File: src/rtl/gaussian_frame_master.sv
// Frame walker for the gaussianAccel slave: copies border pixels and routes each
// interior pixel's 3x3 neighbourhood through the accelerator, writing the result.
module gaussian_frame_master #(
  parameter int ADDR_W = 16,
  parameter int DIM_W  = 10
) (
  input  logic              clk,
  input  logic              reset_n,
  input  logic              start,
  input  logic [DIM_W-1:0]  img_w,
  input  logic [DIM_W-1:0]  img_h,
  input  logic [ADDR_W-1:0] src_base,
  input  logic [ADDR_W-1:0] dst_base,
  output logic              busy,
  output logic              done,
  output logic [ADDR_W-1:0] src_addr,
  output logic              src_rd_en,
  input  logic [31:0]       src_rddata,
  output logic [ADDR_W-1:0] dst_addr,
  output logic              dst_wr_en,
  output logic [31:0]       dst_wrdata,
  output logic [3:0]        acc_addr,
  output logic              acc_wr_en,
  output logic              acc_rd_en,
  output logic [31:0]       acc_writedata,
  input  logic [31:0]       acc_readdata
);

  typedef enum logic [2:0] {IDLE, BRD_RD, BRD_WR, TAP, ACC_RD, ACC_WR, NEXT, FIN} state_t;

  localparam logic [DIM_W-1:0] ONE_D = DIM_W'(1);

  state_t              r_state;
  logic [DIM_W-1:0]    r_w, r_h, r_row, r_col;
  logic [ADDR_W-1:0]   r_src_base, r_dst_base, r_row_off;
  logic [3:0]          r_tap;
  logic                r_last, r_from_acc;
  logic                r_busy, r_done;
  logic [ADDR_W-1:0]   r_src_addr, r_dst_addr;
  logic                r_src_rd_en, r_dst_wr_en, r_acc_wr_en, r_acc_rd_en;
  logic [3:0]          r_acc_addr;

  logic [ADDR_W-1:0]   w_wide, w_pix_off;
  logic                w_border, w_col_last, w_row_last;
  logic                w_unused;

  function automatic logic [7:0] sat8(input logic [31:0] x);
    return (x > 32'd255) ? 8'hFF : x[7:0];
  endfunction

  // Offset of tap k (1..9, row-major around the centre) from the centre pixel.
  function automatic logic [ADDR_W-1:0] tap_off(input logic [3:0] k,
                                                input logic [ADDR_W-1:0] w);
    logic [ADDR_W-1:0] row_d;
    logic [ADDR_W-1:0] res;
    case (k)
      4'd1, 4'd2, 4'd3: row_d = -w;
      4'd4, 4'd5, 4'd6: row_d = '0;
      default:          row_d = w;
    endcase
    case (k)
      4'd1, 4'd4, 4'd7: res = row_d - ADDR_W'(1);
      4'd2, 4'd5, 4'd8: res = row_d;
      default:          res = row_d + ADDR_W'(1);
    endcase
    return res;
  endfunction

  assign w_wide     = ADDR_W'(r_w);
  assign w_pix_off  = r_row_off + ADDR_W'(r_col);
  assign w_col_last = (r_col == r_w - ONE_D);
  assign w_row_last = (r_row == r_h - ONE_D);
  assign w_border   = (r_row == '0) || (r_col == '0) || w_row_last || w_col_last;
  assign w_unused   = ^src_rddata[31:8];

  always_ff @(posedge clk or negedge reset_n) begin
    if (!reset_n) begin
      r_state     <= IDLE;
      r_w         <= '0;
      r_h         <= '0;
      r_row       <= '0;
      r_col       <= '0;
      r_src_base  <= '0;
      r_dst_base  <= '0;
      r_row_off   <= '0;
      r_tap       <= '0;
      r_last      <= 1'b0;
      r_from_acc  <= 1'b0;
      r_busy      <= 1'b0;
      r_done      <= 1'b0;
      r_src_addr  <= '0;
      r_dst_addr  <= '0;
      r_src_rd_en <= 1'b0;
      r_dst_wr_en <= 1'b0;
      r_acc_wr_en <= 1'b0;
      r_acc_rd_en <= 1'b0;
      r_acc_addr  <= '0;
    end else begin
      case (r_state)
        IDLE: begin
          if (start) begin
            r_w        <= img_w;
            r_h        <= img_h;
            r_src_base <= src_base;
            r_dst_base <= dst_base;
            r_row      <= '0;
            r_col      <= '0;
            r_row_off  <= '0;
            r_last     <= 1'b0;
            if (img_w == '0 || img_h == '0) begin
              r_state <= FIN;
              r_done  <= 1'b1;
            end else begin
              // Pixel (0,0) is always border.
              r_busy      <= 1'b1;
              r_state     <= BRD_RD;
              r_src_rd_en <= 1'b1;
              r_src_addr  <= src_base;
            end
          end
        end
        BRD_RD: begin
          r_src_rd_en <= 1'b0;
          r_dst_wr_en <= 1'b1;
          r_dst_addr  <= r_dst_base + w_pix_off;
          r_from_acc  <= 1'b0;
          r_state     <= BRD_WR;
        end
        TAP: begin
          // r_tap is t: read tap t+2 and write tap t+1 on the following cycle.
          if (r_tap == 4'd9) begin
            r_acc_wr_en <= 1'b0;
            r_acc_rd_en <= 1'b1;
            r_acc_addr  <= 4'd0;
            r_state     <= ACC_RD;
          end else begin
            r_acc_wr_en <= 1'b1;
            r_acc_addr  <= r_tap + 4'd1;
            r_src_rd_en <= (r_tap < 4'd8);
            r_src_addr  <= r_src_base + w_pix_off + tap_off(r_tap + 4'd2, w_wide);
            r_tap       <= r_tap + 4'd1;
          end
        end
        ACC_RD: begin
          r_acc_rd_en <= 1'b0;
          r_dst_wr_en <= 1'b1;
          r_dst_addr  <= r_dst_base + w_pix_off;
          r_from_acc  <= 1'b1;
          r_state     <= ACC_WR;
        end
        BRD_WR, ACC_WR: begin
          r_dst_wr_en <= 1'b0;
          r_last      <= w_col_last && w_row_last;
          if (w_col_last) begin
            r_col     <= '0;
            r_row     <= r_row + ONE_D;
            r_row_off <= r_row_off + w_wide;
          end else begin
            r_col     <= r_col + ONE_D;
          end
          r_state <= NEXT;
        end
        NEXT: begin
          // Counters already point at the next pixel here.
          if (r_last) begin
            r_busy  <= 1'b0;
            r_done  <= 1'b1;
            r_state <= FIN;
          end else if (w_border) begin
            r_src_rd_en <= 1'b1;
            r_src_addr  <= r_src_base + w_pix_off;
            r_state     <= BRD_RD;
          end else begin
            r_src_rd_en <= 1'b1;
            r_src_addr  <= r_src_base + w_pix_off + tap_off(4'd1, w_wide);
            r_tap       <= 4'd0;
            r_state     <= TAP;
          end
        end
        FIN: begin
          r_done  <= 1'b0;
          r_busy  <= 1'b0;
          r_state <= IDLE;
        end
        default: r_state <= IDLE;
      endcase
    end
  end

  assign busy          = r_busy;
  assign done          = r_done;
  assign src_addr      = r_src_addr;
  assign src_rd_en     = r_src_rd_en;
  assign dst_addr      = r_dst_addr;
  assign dst_wr_en     = r_dst_wr_en;
  assign acc_addr      = r_acc_addr;
  assign acc_wr_en     = r_acc_wr_en;
  assign acc_rd_en     = r_acc_rd_en;
  // Read data arrives the cycle after the strobe, so write data is steered combinationally.
  assign dst_wrdata    = !r_dst_wr_en ? 32'd0 :
                         r_from_acc   ? {24'd0, sat8(acc_readdata)} :
                                        {24'd0, src_rddata[7:0]};
  assign acc_writedata = r_acc_wr_en ? {24'd0, src_rddata[7:0]} : 32'd0;

endmodule

File: config.mk
export PLATFORM = sky130hd
export DESIGN_NAME = gaussian_frame_master
export DESIGN_NICKNAME = d
export VERILOG_FILES = /design/src/rtl/gaussian_frame_master.sv
export SDC_FILE = /design/constraint.sdc
export NUM_CORES = 1
export LEC_CHECK = 0
export BUFFER_PORTS_ARGS = -buffer_cell sky130_fd_sc_hd__buf_2
export CORE_MARGIN = 5
export CORE_UTILIZATION = 55
export CTS_CLUSTER_SIZE = 24
export DETAILED_ROUTE_END_ITERATION = 10
export GPL_ROUTABILITY_DRIVEN = 0
export GPL_TIMING_DRIVEN = 0
export PLACE_DENSITY = 0.79
export SLEW_MARGIN = 5
export SYNTH_ARGS = -nofsm -noshare
export SYNTH_HDL_FRONTEND = slang
export SYNTH_SLANG_ARGS = --single-unit
File: constraint.sdc
create_clock -name clk -period 13 [get_ports clk]
set_input_delay 1.3 -clock clk [delete_from_list [all_inputs] [get_ports clk]]
set_output_delay 1.3 -clock clk [all_outputs]
set_load 0.01 [all_outputs]
==> results.json, run 1 <==
{
  "io_buffers": 152,
  "rows": 54,
  "min_period_ns": 6.59,
  "cts_max_path_buffers": 2,
  "timing.hold.ws_ns": 0.472,
  "antenna_found_initial": 0,
  "yosysUniqueCellTypes": 69,
  "worstHoldStart": "dst_addr[5]",
  "nets": 2020,
  "endpoint_kind": "flop",
  "ctsHoldBuffers": 0,
  "die_h_um": 160,
  "clock_latency_ns": 0.43,
  "postRouteAntennaNets": 0,
  "cts_buffers": 17,
  "initial_core_util": 0.562,
  "place_ws_ns": 6.48,
  "stdcell_area_um2": 14400,
  "io_pins": 225,
  "worst_clock_skew_ns": 0.0122,
  "dpl.hpwl_um": 28600,
  "status": "complete, no violations",
  "fin_setup_tns_ns": 0,
  "syn_inst": 1568,
  "final_common_cell": "nand2_1",
  "crit_path_start_kind": "flop",
  "wire_per_inst_um": 17.5,
  "tightest_slew_ns": 1.17,
  "cp.required_ns": 13.34,
  "synthArstFlopShare": 1.00,
  "route.detailed.drc": 0,
  "min_to": "dst_addr[5]",
  "fmax_mhz": 152,
  "setup_violations": 0,
  "cts.htree.levels": 4,
  "die_w_um": 160,
  "cp_common_cell": "o21ai_0",
  "post_cts_buffers": 0,
  "num_vias": 12100,
  "max_cap_viol_count": 0,
  "critPathArrivalTime_ns": 6.94,
  "cp_max_fo": 7,
  "rr_worst_depth": 25,
  "fillers": 1899,
  "path_clk_slew_ns": 0.06,
  "setup_slack_ns": 6.41,
  "first_pass_iters": 5,
  "grt_pass1_wl_um": 58200,
  "r2r_slack_ns": 6.41,
  "hold_class": "flop to flop",
  "via_per_inst": 5.82,
  "timing.rr.end": "src_addr[15]",
  "path_class": "flop to flop",
  "crit_slowest_cell": "a2111oi_0",
  "cts_resized": 0,
  "grt_start_max_net_pins": 80,
  "hold_path_depth": 2,
  "drive_gt1_frac": 0.146,
  "slew_headroom": 0.198,
  "finalHoldViolCount": 0,
  "wirelength_um": 36400,
  "cts_tree": "yes",
  "n_antenna_cell": 0,
  "fp.coreArea_um2": 22000,
  "die-area_um2": 25500,
  "reg2reg_from": "r_col[0]",
  "synth-edff-count": 0,
  "track_usage": 0.275,
  "overflow": 0,
  "ys_ff_latch": 139,
  "cts_sinks": 139,
  "synthesis.area_um2": 12300,
  "synth.avg_cell_area_um2": 7.87,
  "ys.flop_type": "dfrtp_1",
  "root_buffer": "clkbuf_16",
  "drtIter0Drc": 1050,
  "cp_slowest_stage_delay_ns": 0.70,
  "ys_seq_area_frac": 0.282,
  "dpl-instance-area_um2": 13700,
  "slew_violations": 0,
  "grt_pass1_vias": 11500,
  "area_growth_pct": 16.4,
  "period_share": 0.507,
  "yosysWarnings": 0,
  "rsz0062_at_grt": "false",
  "final_cell_mix": "nand2_1, buf_2, dfrtp_1"
}
==> worst max-delay path by stage <==
| stage | slack, ns | end | depth (start not counted) | from |
|---|---|---|---|---|
| final | 6.41 | src_addr[15] | 25 | r_col[0] |
| after global routing | 5.64 | src_addr[15] | 25 | r_col[0] |
| after detailed placement | 6.48 | src_addr[15] | 25 | r_col[0] |
| after floorplan | 7.09 | src_addr[15] | 22 | r_tap[1] |
| after global placement | 6.20 | src_addr[15] | 22 | r_tap[1] |
| after CTS | 6.46 | src_addr[15] | 25 | r_col[0] |
==> Yosys cell counts (all sizes together) (3+ instances only) <==
master / number / area, µm²
nand3: 48 / 240
and2: 11 / 68.8
nor3b: 5 / 37.5
mux2: 6 / 67.6
o221a: 8 / 90.1
a31oi: 12 / 75.1
xnor2: 83 / 727
o211ai: 10 / 75.1
nand2: 264 / 993
nor2b: 10 / 62.6
o21a: 8 / 60.1
o21bai: 12 / 90.1
inv: 70 / 263
o31a: 3 / 26.3
a41oi: 6 / 52.6
buf: 56 / 414
a21oi: 88 / 440
nand4: 8 / 50.1
o311ai: 3 / 26.3
ha: 106 / 1330
mux2i: 18 / 180
or2: 8 / 50.1
o31ai: 18 / 135
a211oi: 12 / 90.1
fa: 7 / 140
a22oi: 4 / 30.0
dfrtp: 139 / 3480
nand2b: 15 / 93.8
nor4: 13 / 81.3
or3: 27 / 174
o21ai: 132 / 661
or4: 5 / 41.3
nor2: 122 / 458
a221oi: 15 / 131
a21boi: 7 / 52.6
and3: 17 / 106
a2111oi: 7 / 80.1
nor3: 37 / 185
clkbuf: 59 / 221
xor2: 42 / 368
a21o: 24 / 180
==> per-layer routing <==
metal / track usage / vias up / routed length (µm)
met2: 0.467 / 509 / 17400
met4: 0.104 / 0 / 1320
met5: 0 / - / 0
met1: 0.356 / 5677 / 15200
li1: - / 5843 / -
met3: 0.0425 / 86 / 2520
==> cell families (layout without fill, tap and decap cells) <==
kind of cell | count (synthesis) | count (layout) | share of synthesized area
and+or+nand+nor | 595 | 595 | 0.218
AOI/OAI and AO/OA | 385 | 385 | 0.198
buffers and inverters | 185 | 370 | 0.0728
DFF | 139 | 139 | 0.282
xor gates and xnor gates | 126 | 126 | 0.0906
adders and majority gates | 113 | 113 | 0.119
muxes | 24 | 24 | 0.0201
other | 1 | 48 | 0.000304
==> state kept, by name, summed over array words and instances (netlist names) <==
| register | flops |
|---|---|
| acc_wr_en | 1 |
| r_col | 10 |
| busy | 1 |
| r_dst_base | 16 |
| r_row | 10 |
| r_h | 10 |
| r_tap | 4 |
| src_rd_en | 1 |
| done | 1 |
| acc_rd_en | 1 |
| r_state | 3 |
| dst_wr_en | 1 |
| r_w | 10 |
| r_row_off | 16 |
| r_from_acc | 1 |
| dst_addr | 16 |
| r_src_base | 16 |
| r_last | 1 |
| acc_addr | 4 |
| src_addr | 16 |
==> metrics by stage <==
| step | util | std cells |
|---|---|---|
| CTS | 0.654 | 2080 |
| floorplan | - | 1615 |
| global route | 0.654 | 2080 |
| finish | 0.654 | 2080 |
| global placement | 0.620 | 2047 |
| detailed placement | 0.623 | 2049 |
==> final cells by class <==
| cell class | instances | area, µm² | share of cell area |
|---|---|---|---|
| flip-flops and latches | 139 | 3480 | 0.242 |
| clock buffers | 20 | 447 | 0.0311 |
| multi-input cells | 1291 | 8150 | 0.567 |
| well taps | 280 | 350 | 0.0244 |
| repair buffers | 154 | 802 | 0.0558 |
| inverters | 70 | 263 | 0.0183 |
| clock inverters | 11 | 240 | 0.0167 |
| plain buffers | 115 | 636 | 0.0443 |
==> worst max-delay path: cells and delay by family, from the launching register on <==
kind / cells / cell delay, ns
simple gates: 5 / 0.64
fa+ha+maj: 4 / 1.46
flops: 1 / 0.50
buf+inv: 1 / 0.07
compound gates: 12 / 3.00
xor+xnor: 3 / 0.86
Power of run 1 is not shown: default switching activity piles up to over one toggle a cycle in this logic, so the estimate is an artifact.
==> inputs of run 2 (changes only) <==
- ABC_AREA: unset -> 1
- PLACE_DENSITY: 0.79 -> 0.78
- clock period: 13 -> 6.9 ns (I/O delays scaled with it)
==> run 2 against run 1 <==
Net effect: cell area increased by 4.6%; first-iteration DRC count increased by 46%; global-route usage increased by 2.5 points; sequential share of layout area decreased by 1.1 points; core utilization decreased by 1.2 points; routed wire length increased by 13%; critical path depth increased by 6; fmax increased by 13%; via count increased by 14%; flip-flop and latch count unchanged; non-clock buffer count decreased by 35; die area increased by 5.3%.
==> results.json, run 2 <==
{
  "io_pins": 225,
  "synth_common_cells": "nand2_1, inv_1, dfrtp_1",
  "path_clk_slew_ns": 0.07,
  "synth_top_area_share": 0.267,
  "wirelength_um": 41100,
  "area_growth_pct": 15.3,
  "fin_setup_tns_ns": 0,
  "endpoint_kind": "flop",
  "drtIter0Drc": 1538,
  "timing.rr.end": "src_addr[15]",
  "slew_headroom": 0.498,
  "syn_inst": 1902,
  "via_per_inst": 5.65,
  "yosysTopAreaCell": "dfrtp_1",
  "final_cells": 2453,
  "yosysMostFrequentCell": "nand2_1",
  "synthesis.area_um2": 13000,
  "stdcell_area_um2": 15000,
  "cp.required_ns": 7.22,
  "critical_path.startpoint": "r_col[0]",
  "die-area_um2": 26900,
  "io_buffers": 152,
  "crit_end": "src_addr[15]",
  "die_h_um": 164,
  "tightest_slew_ns": 0.752,
  "rsz0062_at_grt": "false",
  "route.detailed.drc": 0,
  "finalHoldViolCount": 0,
  "timing.hold.ws_ns": 0.265,
  "synthArstFlopShare": 1.00,
  "first_pass_iters": 6,
  "rows": 56,
  "cp_max_fo": 5,
  "cp_slowest_stage_delay_ns": 0.49,
  "crit_slowest_cell": "xor2_1",
  "ys.flop_type": "dfrtp_1",
  "synth-edff-count": 0,
  "cts_sinks": 139,
  "yosysWarnings": 0,
  "yosys.area_share.simple": 0.285,
  "period_share": 0.844,
  "status": "complete, no violations",
  "cp_top_family": "simple AND/OR/NAND/NOR gates",
  "min_period_ns": 5.82,
  "cts_max_path_buffers": 2,
  "rr_worst_depth": 31,
  "synthXorXnorAreaFrac": 0.0592,
  "n_antenna_cell": 0,
  "reg2reg_from": "r_col[0]",
  "die_w_um": 164,
  "slew_violations": 0,
  "dpl-instance-area_um2": 14400,
  "ctsHoldBuffers": 0,
  "num_vias": 13900,
  "final_cell_mix": "nand2_1, inv_1, buf_2",
  "overflow": 0,
  "critPathArrivalTime_ns": 6.14,
  "final_common_cell": "nand2_1",
  "nets": 2353,
  "grt_start_max_net_pins": 72,
  "antenna_found_initial": 0,
  "dp_cells": 2421,
  "initial_core_util": 0.557,
  "synth-adder-area-share": 0.113,
  "ys_seq_area_frac": 0.267,
  "track_usage": 0.300,
  "postRouteAntennaNets": 0,
  "wire_per_inst_um": 16.7,
  "post_cts_buffers": 0,
  "worst_clock_skew_ns": 0.00994,
  "clock_latency_ns": 0.43,
  "synth_top_family_by_area": "simple AND/OR/NAND/NOR gates",
  "grt_pass1_wl_um": 64800,
  "synth.area.mux_share": 0,
  "grt_pass1_vias": 12800,
  "multi_input_area_um2": 8300,
  "fillers": 2162,
  "synth_compound_area_frac": 0.167,
  "yosysUniqueCellTypes": 62,
  "hold_class": "primary input to asynchronous set/reset pin",
  "cts.htree.levels": 4,
  "r2r_slack_ns": 1.08,
  "crit_path_start_kind": "flop",
  "max_cap_viol_count": 0,
  "cts_buffers": 17,
  "ys_ff_latch": 139,
  "drive_gt1_frac": 0.140,
  "path_class": "flop to flop",
  "fmax_mhz": 172,
  "cts_tree": "yes",
  "seq_area_um2": 3480,
  "root_buffer": "clkbuf_16",
  "cts_resized": 0,
  "cp.buffers_inverters": 5,
  "setup_violations": 0,
  "crit_cells": 31,
  "yosys-top-cells-area": "dfrtp_1, nand2_1, ha_1",
  "dpl.hpwl_um": 33100,
  "fp.coreArea_um2": 23400,
  "synth.avg_cell_area_um2": 6.85
}
[run 2: changes by cell type after synthesis, moves of 26 or more]
cell,delta
nand3_1,+72
a21oi_1,+36
inv_1,+153
or3_1,-26
nand2_1,+255
clkbuf_1,-39
xnor2_1,-55
[run 2: logic make-up after synthesis]
family                   after synthesis
buffers and inverters                319
other                                  1
flip-flops                           139
XOR/XNOR                              88
adder cells (fa/ha/maj)              113
AO/OA/AOI/OAI                        373
AND/OR/NAND/NOR                      869
[run 2: routing by layer]
metal	part of all wire	vias up	track usage	wire, µm
li1	-	6671	-	-
met1	0.41	6358	0.395	16600
met2	0.45	726	0.496	18600
met3	0.11	110	0.0610	4440
met4	0.034	0	0.103	1410
met5	0	-	0	0
[run 2: worst register-to-register path, delay by kind of cell (launching register included)]
kind                     cells  cell delay (ns)
adder cells (fa/ha/maj)      4             1.33
buffers and inverters        5             0.44
AO/OA/AOI/OAI                6             0.99
XOR/XNOR                     2             0.78
AND/OR/NAND/NOR             14             1.73
flip-flops                   1             0.43
[run 2: how the worst min path moves through the flow]
stage          cells after the start   startpoint           to
2_1_floorplan                      0      reset_n  acc_addr[0]
3_3_place_gp                       2  dst_addr[0]  dst_addr[0]
3_5_place_dp                       2  dst_addr[1]  dst_addr[1]
4_1_cts                            1      reset_n       r_h[1]
5_1_grt                            1      reset_n       r_h[1]
6_report                           1      reset_n       r_h[5]
[run 2: layout make-up]
| cell class | count | area share |
|---|---|---|
| multi-input cells | 1491 | 0.553 |
| flip-flops and latches | 139 | 0.231 |
| inverters | 238 | 0.0596 |
| repair buffers | 153 | 0.0529 |
| plain buffers | 81 | 0.0350 |
| clock buffers | 18 | 0.0292 |
| well taps | 319 | 0.0266 |
| clock inverters | 14 | 0.0126 |
[run 2: stage by stage]
| stage | worst slack (ns) | utilization |
|---|---|---|
| global route | 0.806 | 0.642 |
| CTS | 1.20 | 0.642 |
| floorplan | 2.43 | - |
| detailed placement | 1.25 | 0.615 |
| global placement | 1.28 | 0.614 |
| finish | 1.08 | 0.642 |
Power of run 2 is left out for the same reason.
==> inputs of run 3 (changes only) <==
- ABC_AREA: 1 -> 0
- PLACE_DENSITY: 0.78 -> 0.79
- clock period: 6.9 -> 5.9 ns (I/O delays scaled with it)
==> run 3 against run 2 <==
Net effect: routed wire length shrank 10%; first-iteration DRC count is 33% lower; register-to-register slack worse by 0.86 ns; final cell count shrank 15%; highest routed layer unchanged; sequential share of layout area increased by 0.67 points; setup slack worse by 0.86 ns; non-clock buffer count grew 43; fmax is 2.4% higher; clock skew increased by 0.0052 ns; die area is 5.0% lower.
==> results.json, run 3 (synthesis gave the netlist of run 1 again) <==
{
  "dp_cells": 2048,
  "area_growth_pct": 18.6,
  "nets": 2028,
  "wirelength_um": 36900,
  "fp.coreArea_um2": 22000,
  "path_clk_slew_ns": 0.06,
  "stdcell_area_um2": 14600,
  "cts_tree": "yes",
  "cp_max_fo": 5,
  "endpoint_kind": "flop",
  "antenna_found_initial": 0,
  "wire_per_inst_um": 17.7,
  "crit_path_start_kind": "flop",
  "dpl-instance-area_um2": 13700,
  "num_vias": 12200,
  "final_cells": 2088,
  "clock_latency_ns": 0.43,
  "slew_headroom": 0.377,
  "hold_class": "primary input to asynchronous set/reset pin",
  "rows": 54,
  "overflow": 0,
  "cp_slowest_stage_delay_ns": 0.41,
  "dpl.hpwl_um": 28400,
  "via_per_inst": 5.87,
  "crit_slowest_cell": "a2111oi_4",
  "cts_max_path_buffers": 2,
  "final_common_cell": "nand2_1",
  "initial_core_util": 0.562,
  "worst_clock_skew_ns": 0.0152,
  "final_cell_mix": "nand2_1, buf_2, dfrtp_1",
  "tightest_slew_ns": 0.928,
  "postRouteAntennaNets": 0,
  "cts_sinks": 139,
  "drtIter0Drc": 1029,
  "slew_violations": 0,
  "period_share": 0.963,
  "status": "complete, no violations",
  "finalHoldViolCount": 0,
  "track_usage": 0.278,
  "cp_common_cell": "a21boi_1",
  "root_buffer": "clkbuf_16",
  "die-area_um2": 25500,
  "timing.hold.ws_ns": 0.105,
  "n_antenna_cell": 0,
  "grt_start_max_net_pins": 92,
  "grt_pass1_vias": 11700,
  "first_pass_iters": 7,
  "route.detailed.drc": 0,
  "die_h_um": 160,
  "critPathArrivalTime_ns": 6.03,
  "cp.required_ns": 6.25,
  "setup_violations": 0,
  "cts.htree.levels": 4,
  "io_buffers": 152,
  "die_w_um": 160,
  "min_period_ns": 5.68,
  "path_class": "flop to flop",
  "max_cap_viol_count": 0,
  "cts_buffers": 17,
  "io_pins": 225,
  "drive_gt1_frac": 0.172,
  "grt_pass1_wl_um": 58800,
  "fmax_mhz": 176
}
run 3: cell count changes in the layout (fill, tap and decap cells not counted), sizes merged, moves of 27 or more:
cell,change
nand2,-264
inv,-173
nand3,-78
xnor2,+55
clkbuf,+38
a21oi,-36
or3,+27
run 3: repair_timing:
item	4_1_cts	5_1_grt
hold buffers	0	0
setup endpoints to repair	4	5
pin swaps	1	14
resized for setup	25	39
setup buffers	0	13
gates cloned	0	0
run 3: per-stage QoR:
stage	TNS, ns	setup slack [ns]	util
2_1_floorplan	0	0.452	-
4_1_cts	0	0.00336	0.654
3_5_place_dp	-1.15	-0.658	0.622
3_3_place_gp	-0.401	-0.401	0.621
5_1_grt	-0.0423	-0.0411	0.666
6_report	0	0.216	0.666
run 3: worst max-delay path, delay by kind of cell (launching register included):
kind / cells / cell delay [ns]
xor+xnor: 3 / 0.67
compound gates: 12 / 2.34
buf+inv: 2 / 0.26
simple gates: 4 / 0.70
fa+ha+maj: 4 / 1.20
flops: 1 / 0.40
run 3: cell type report:
cell class	instances	area (µm²)
inverter	70	263
fill	1793	7330
timing repair buffer	166	892
buffer	111	627
clock buffer	21	470
multi-input combinational	1291	8380
tap	280	350
clock inverter	10	164
sequential	139	3480
run 3: per-layer routing:
| layer | GRT usage | wire [µm] | vias to the layer above |
|---|---|---|---|
| met5 | 0 | 0 | - |
| met4 | 0.116 | 1210 | 0 |
| met3 | 0.0363 | 2200 | 86 |
| met2 | 0.467 | 18000 | 453 |
| met1 | 0.362 | 15500 | 5839 |
| li1 | - | - | 5869 |
run 3: final timing paths:
check | startpoint | end | slack, ns | cells after the start
setup / recovery | r_col[0] | src_addr[15] | 0.22 | 25
hold / removal | reset_n | r_dst_base[11] | 0.10 | 1
setup reg to reg | r_col[0] | src_addr[15] | 0.22 | 25
hold reg to reg | dst_addr[15] | dst_addr[15] | 0.47 | 2
max in group asynchronous | reset_n | r_tap[1] | 4.95 | 2
min in group clk | dst_base[11] | r_dst_base[11] | 0.35 | 3
Power of run 3 is left out for the same reason.
